**config.mk**
```make
export PLATFORM = sky130hd
export DESIGN_NAME = ir_pipe_stage
export DESIGN_NICKNAME = d
export VERILOG_FILES = /design/src/rtl/pipe_pkg.sv /design/src/rtl/ir_pipe_stage.sv
export SDC_FILE = /design/constraint.sdc
export NUM_CORES = 1
export LEC_CHECK = 0
export ABC_AREA = 1
export CAP_MARGIN = 15
export CORE_UTILIZATION = 40
export DETAILED_ROUTE_END_ITERATION = 8
export PLACE_DENSITY_LB_ADDON = 0.05
export SKIP_CTS_REPAIR_TIMING = 1
export SYNTH_ARGS = -nofsm -noshare
export SYNTH_HDL_FRONTEND = slang
export SYNTH_SLANG_ARGS = --single-unit
```
**constraint.sdc**
```tcl
create_clock -name clk -period 1.6 [get_ports clk]
set_input_delay 0.32 -clock clk [delete_from_list [all_inputs] [get_ports clk]]
set_output_delay 0.32 -clock clk [all_outputs]
set_load 0.01 [all_outputs]
```
**src/rtl/pipe_pkg.sv**
```systemverilog
// Shared definitions for the inter-stage instruction pipeline register.
// The state enum mirrors the (main_valid, skid_valid) occupancy of the stage.
package pipe_pkg;

  localparam logic [31:0] RV_NOP = 32'h0000_0013;

  typedef enum logic [1:0] {
    EMPTY = 2'd0,
    FULL  = 2'd1,
    SKID  = 2'd2
  } pipe_state_e;

endpackage

```
**src/rtl/ir_pipe_stage.sv**
```systemverilog
// Instruction pipeline register with a one-entry skid buffer, flush-to-NOP and
// a debug injection port that takes priority over the upstream stage.
module ir_pipe_stage
  import pipe_pkg::*;
#(
  parameter int unsigned WIDTH     = 32,
  parameter logic [31:0] NOP_VALUE = RV_NOP,
  parameter int unsigned CNT_W     = 16
) (
  input  logic             clk,
  input  logic             reset_n,
  input  logic             flush,
  input  logic             in_valid,
  input  logic [WIDTH-1:0] in_data,
  output logic             in_ready,
  input  logic             inject_valid,
  input  logic [WIDTH-1:0] inject_data,
  output logic             inject_ready,
  output logic             out_valid,
  output logic [WIDTH-1:0] out_data,
  input  logic             out_ready,
  output logic [CNT_W-1:0] stall_count
);

  localparam logic [WIDTH-1:0] NOP_W = WIDTH'(NOP_VALUE);

  pipe_state_e      state_q, state_d;
  logic [WIDTH-1:0] main_data_q, main_data_d;
  logic [WIDTH-1:0] skid_data_q, skid_data_d;
  logic [CNT_W-1:0] stall_q;

  logic             main_valid;
  logic             skid_valid;
  logic             acc;
  logic             out_fire;
  logic [WIDTH-1:0] acc_word;

  assign main_valid = (state_q != EMPTY);
  assign skid_valid = (state_q == SKID);

  always_ff @(posedge clk or negedge reset_n) begin
    if (!reset_n) begin
      state_q     <= EMPTY;
      main_data_q <= NOP_W;
      skid_data_q <= NOP_W;
    end else begin
      state_q     <= state_d;
      main_data_q <= main_data_d;
      skid_data_q <= skid_data_d;
    end
  end

  // Injection wins the single accept slot; the upstream word waits a cycle.
  always_comb begin
    acc      = (in_valid & in_ready) | (inject_valid & inject_ready);
    acc_word = (inject_valid & inject_ready) ? inject_data : in_data;
    out_fire = out_valid & out_ready;
  end

  always_comb begin
    state_d     = state_q;
    main_data_d = main_data_q;
    skid_data_d = skid_data_q;
    if (flush) begin
      state_d     = EMPTY;
      main_data_d = NOP_W;
      skid_data_d = NOP_W;
    end else begin
      unique case (state_q)
        EMPTY: begin
          if (acc) begin
            state_d     = FULL;
            main_data_d = acc_word;
          end
        end
        FULL: begin
          if (out_fire && acc) begin
            main_data_d = acc_word;
          end else if (out_fire) begin
            state_d = EMPTY;
          end else if (acc) begin
            state_d     = SKID;
            skid_data_d = acc_word;
          end
        end
        SKID: begin
          if (out_fire) begin
            state_d     = FULL;
            main_data_d = skid_data_q;
          end
        end
        default: begin
          state_d = EMPTY;
        end
      endcase
    end
  end

  // Readies look only at registered occupancy and inject_valid, never at out_ready.
  always_comb begin
    inject_ready = ~skid_valid;
    in_ready     = ~skid_valid & ~inject_valid;
    out_valid    = main_valid;
    out_data     = main_valid ? main_data_q : NOP_W;
  end

  always_ff @(posedge clk or negedge reset_n) begin
    if (!reset_n) begin
      stall_q <= '0;
    end else if (out_valid && !out_ready && (stall_q != {CNT_W{1'b1}})) begin
      stall_q <= stall_q + CNT_W'(1);
    end
  end

  assign stall_count = stall_q;

  assert property (@(posedge clk) disable iff (!reset_n) !(!main_valid && skid_valid));

endmodule
```
# Yosys cells after proc, flatten, opt, wreduce, memory -nomap -nowiden
# Index checks and enable logic that the tools add are counted.
# word_totals
input_bits,70
regBits,82
elab_cells,52
# op_classes
bitwise,7
n_reduce_logical,12
muxes,18
add_sub_neg,1
n_eq_ne,10
# ops
operator,count
two-way mux 32 bit,10
case mux 32 bit (3 select lines),1
adder 16 x 1 -> 16 bit (second input constant),1
!= test 16 bit (second input constant),1
two-way mux 2 bit,6
AND reduction 4 bit,3
!= test 3 bit (second input constant),3
case mux 2 bit (3 select lines),1
nonzero test 2 bit,3
AND 1 bit,4
!= test 2 bit (second input constant),2
!= test 4 bit (second input constant),1
nonzero test 4 bit,1
logical AND 1 bit,3
!= test 3 x 2 -> 1 bit (second input constant),1
== test 2 x 1 -> 1 bit (second input constant),1
== test 2 bit (second input constant),1
zero test 2 bit,1
NOT 1 bit,2
zero test 1 bit,1
bitwise OR 1 bit,1

# Depth between registers and ports, before layout
# depth
depth_word,10
depth_mapped,11
depth_no_buf,9

# Least setup slack after synthesis
# OpenSTA, ideal clock, no wires.
# synth_timing
path_kind,register to register
from,register stall_q[0] (netlist: stall_count[0])
to,register stall_q[3] (netlist: stall_count[3])
path_buffers,1
setup_ns,0.117
t_arrival_ns,1.517
path_slack_ns,-0.034
period_less_slack_ns,1.634
t_required_ns,1.483
stages_incl_launch_ff,10
cell_sequence,dfrtp_1 -> ha_1 -> inv_1 -> nor2_2 -> nand2_2 -> o21ai_4 -> inv_2 -> buf_6 -> nand2_1 -> nand2_1
# synth_via
elab_chain_cells,2
elab_cells_between_ends,3
cone_classes,add/sub: 1; eq/ne: 1; reduce/logical: 1
# synth_rtl
element,line,text
from (decl),ir_pipe_stage.sv:30,logic [CNT_W-1:0] stall_q;
from (signal assigned),ir_pipe_stage.sv:111,stall_q <= stall_q + CNT_W'(1);
branches (longest 2 deep; another with adder 16 x 1 -> 16 bit),-,
# Several ways; the timed one is not identified.
# A chain may end at the register's enable or synchronous reset.

# Final worst setup path
# layout_timing
from,register state_q[0]
to,output port out_data[9]
# layout_via
elab_chain_cells,2
# layout_rtl
element,line,text
from (decl),ir_pipe_stage.sv:27,"pipe_state_e state_q, state_d;"
from (signal assigned),ir_pipe_stage.sv:47,state_q <= state_d;
nonzero test 2 bit,ir_pipe_stage.sv:38,assign main_valid = (state_q != EMPTY);
two-way mux 32 bit,ir_pipe_stage.sv:104,out_data = main_valid ? main_data_q : NOP_W;
to (decl),ir_pipe_stage.sv:20,"output logic [WIDTH-1:0] out_data,"
# Every way passes these cells.

==> results.json <==
{
  "outcome": "finished, violations left",
  "violations": "negative setup slack",
  "track_usage_pct": 22.6,
  "n_fill_cell": 1140,
  "yosysWarnings": 0,
  "fin_ws_ns": -0.179,
  "leakage_uw": 0.00422,
  "wl_per_cell_microns": 13.8,
  "p_per_area_nw_per_um2": 962,
  "vias": 5097,
  "netlist_area_sq_um": 4970,
  "clock.fmax_mhz": 562,
  "final_cell_mix": "nand2_1 (196), nand3_1 (109), inv_1 (103), clkdlybuf4s50_1 (67), dfrtp_1 (67)",
  "startpoint": "state_q[0]",
  "core-area_sq_um": 12100,
  "die_area_sq_um": 12900,
  "antenna_found_initial": 0,
  "max_slew_margin_pct": 72.8,
  "synth-seq-cells": 82,
  "worstMarginPinSlew_ns": 0.408,
  "cts.path.max_buffers": 2,
  "setup-tns-final_ns": -7.51,
  "regArea_sq_um": 2070,
  "synth_cell_types": 27,
  "grt_overflow": 0,
  "nets": 960,
  "final_common_cell": "nand2_1",
  "rsz0062_at_grt": "yes",
  "start_util_pct": 41.2,
  "area_delta_synth_final_pct": 49.7,
  "synth_cells": 732,
  "drive_above_1_share_pct": 24.2,
  "cts.root.buffer_cell": "clkbuf_16",
  "insertion_delay_ns": 0.34,
  "grt_max_degree": 33,
  "ioPinCount": 121,
  "antenna_cells": 0,
  "die_w_microns": 114,
  "drtIter0Drc": 265,
  "ant_nets": 0,
  "cts_max_level": 3,
  "clkTransAtPathRegs_ns": 0.06,
  "gp_congestion": 0.861,
  "maxCapViolCount": 0,
  "fin_crit_sh_pct": 111,
  "drc": 0,
  "drtPass1Iterations": 4,
  "r2r-start": "state_q[1]",
  "worst_ep_arrival_time_ns": 1.46,
  "fp.dieH_microns": 114,
  "fin_skew_ns": 0.00616,
  "vias_per_cell": 4.80,
  "ys_seq_area_share_pct": 41.4,
  "post-place-ws_ns": -0.377,
  "critPathMaxFanout": 9,
  "rows": 40,
  "grt_pass1_vias": 4853,
  "worstSetupPathType": "flop to output pin",
  "dp.final_hpwl_mm": 10.1,
  "hold_viol_final": 0,
  "wl_mm": 14.7,
  "start_kind": "flop",
  "slew_violations": 0,
  "setup_violations": 65,
  "grt_pass1_wl_mm": 23.2,
  "min_period_ns": 1.78,
  "critPathCaptureType": "output pin",
  "vdd_drop_max_v": 0.000593,
  "synth_area_per_cell_sq_um": 6.80,
  "crit_required_ns": 1.28,
  "hp-class": "primary input to asynchronous set/reset pin",
  "io_buffers": 120,
  "cts_tree": "built",
  "synthesis.nets": 803,
  "cts_sinks": 82,
  "multi_input_area_sq_um": 2490,
  "cts_inserted_buffers": 9
}
==> worst paths after layout <==
kind,endpoint,slack (ns),cells past startpoint
hold reg to reg,main_data_q[0],0.46,2
setup reg to reg,main_data_q[7],-0.12,12
min in group clk,main_data_q[0],0.46,2
setup / recovery,out_data[9],-0.18,6
hold / removal,main_data_q[11],0.45,2
max in group asynchronous,main_data_q[0],0.58,3
==> through the flow <==
| stage | utilization [%] | power (uW) | hold WS (ns) | cell area, sq um | cells |
|---|---|---|---|---|---|
| 5_1_grt | 61.7 | 7560 | 0.487 | 7450 | 1062 |
| 3_5_place_dp | 55.1 | 4490 | 0.271 | 6650 | 1025 |
| 2_1_floorplan | - | 3510 | 0.0244 | 4980 | 732 |
| 4_1_cts | 58.0 | 6960 | -0.0937 | 7000 | 1041 |
| 3_3_place_gp | 55.1 | 4470 | 0.273 | 6650 | 1025 |
| 6_report | 61.7 | 7160 | 0.449 | 7450 | 1062 |
==> flip-flops by register name, indices dropped and copies added, names as in the netlist <==
| register | flops |
|---|---|
| stall_count | 16 |
| main_data_q | 32 |
| state_q | 2 |
| skid_data_q | 32 |
==> critical path: stages (launching register included) <==
cell,delay [ns]
dfrtp_1,0.39
buf_4,0.15
nor2_4,0.10
buf_12,0.16
buf_6,0.13
nor2_1,0.04
dlymetal6s2s_1,0.16
==> routing by layer <==
layer | share of wire, % | track usage [%]
met1 | 47 | 30.8
met2 | 47 | 36.9
met3 | 4.7 | 4.14
met4 | 1.0 | 6.23
met5 | 0 | 0
==> logic make-up after synthesis <==
kind of cell               Yosys count  synth area share [%]
DFF                                 82                  41.4
AOI/OAI and AO/OA                   36                  3.87
adders and majority gates            1                 0.251
and+or+nand+nor                    458                  40.4
buffers and inverters              148                  12.8
xor gates and xnor gates             7                  1.23
==> synthesized netlist by cell type <==
| library cell | number | area, sq um |
|---|---|---|
| nand4_1 | 6 | 37.5 |
| a21oi_1 | 11 | 55.1 |
| nor2_1 | 66 | 248 |
| buf_1 | 3 | 11.3 |
| nor2_8 | 1 | 20.0 |
| xor2_1 | 2 | 17.5 |
| nand2_1 | 221 | 830 |
| clkbuf_1 | 15 | 56.3 |
| o21ai_0 | 23 | 115 |
| nor2_2 | 4 | 25.0 |
| nand3_2 | 1 | 10.0 |
| buf_4 | 1 | 7.51 |
| dfrtp_1 | 76 | 1900 |
| nand3_1 | 122 | 611 |
| buf_6 | 8 | 90.1 |
| nand2_2 | 4 | 25.0 |
| xnor2_1 | 5 | 43.8 |
| or2_2 | 32 | 200 |
| ha_1 | 1 | 12.5 |
| nor3_1 | 1 | 5.00 |
| a31oi_1 | 1 | 6.26 |
| o21ai_4 | 1 | 16.3 |
| inv_2 | 3 | 11.3 |
| inv_4 | 1 | 6.26 |
| buf_2 | 13 | 65.1 |
| dfstp_2 | 6 | 158 |
| inv_1 | 104 | 390 |
==> area by class of cell <==
cell class / instances / share of cell area, %
clock buffer: 10 / 3.21
clock inverter: 6 / 1.51
inverter: 108 / 5.68
multi-input combinational: 502 / 33.4
sequential: 82 / 27.8
tap: 168 / 2.82
timing repair buffer: 184 / 25.1
timing repair inverter: 2 / 0.420
==> where the power goes <==
part | internal (uW) | switching, uW | total [uW]
Sequential | 2370 | 196 | 2570
Combinational | 1030 | 1110 | 2140
Clock | 1570 | 881 | 2450
Total | 4980 | 2190 | 7160
Power figures use the tool's default switching activity.
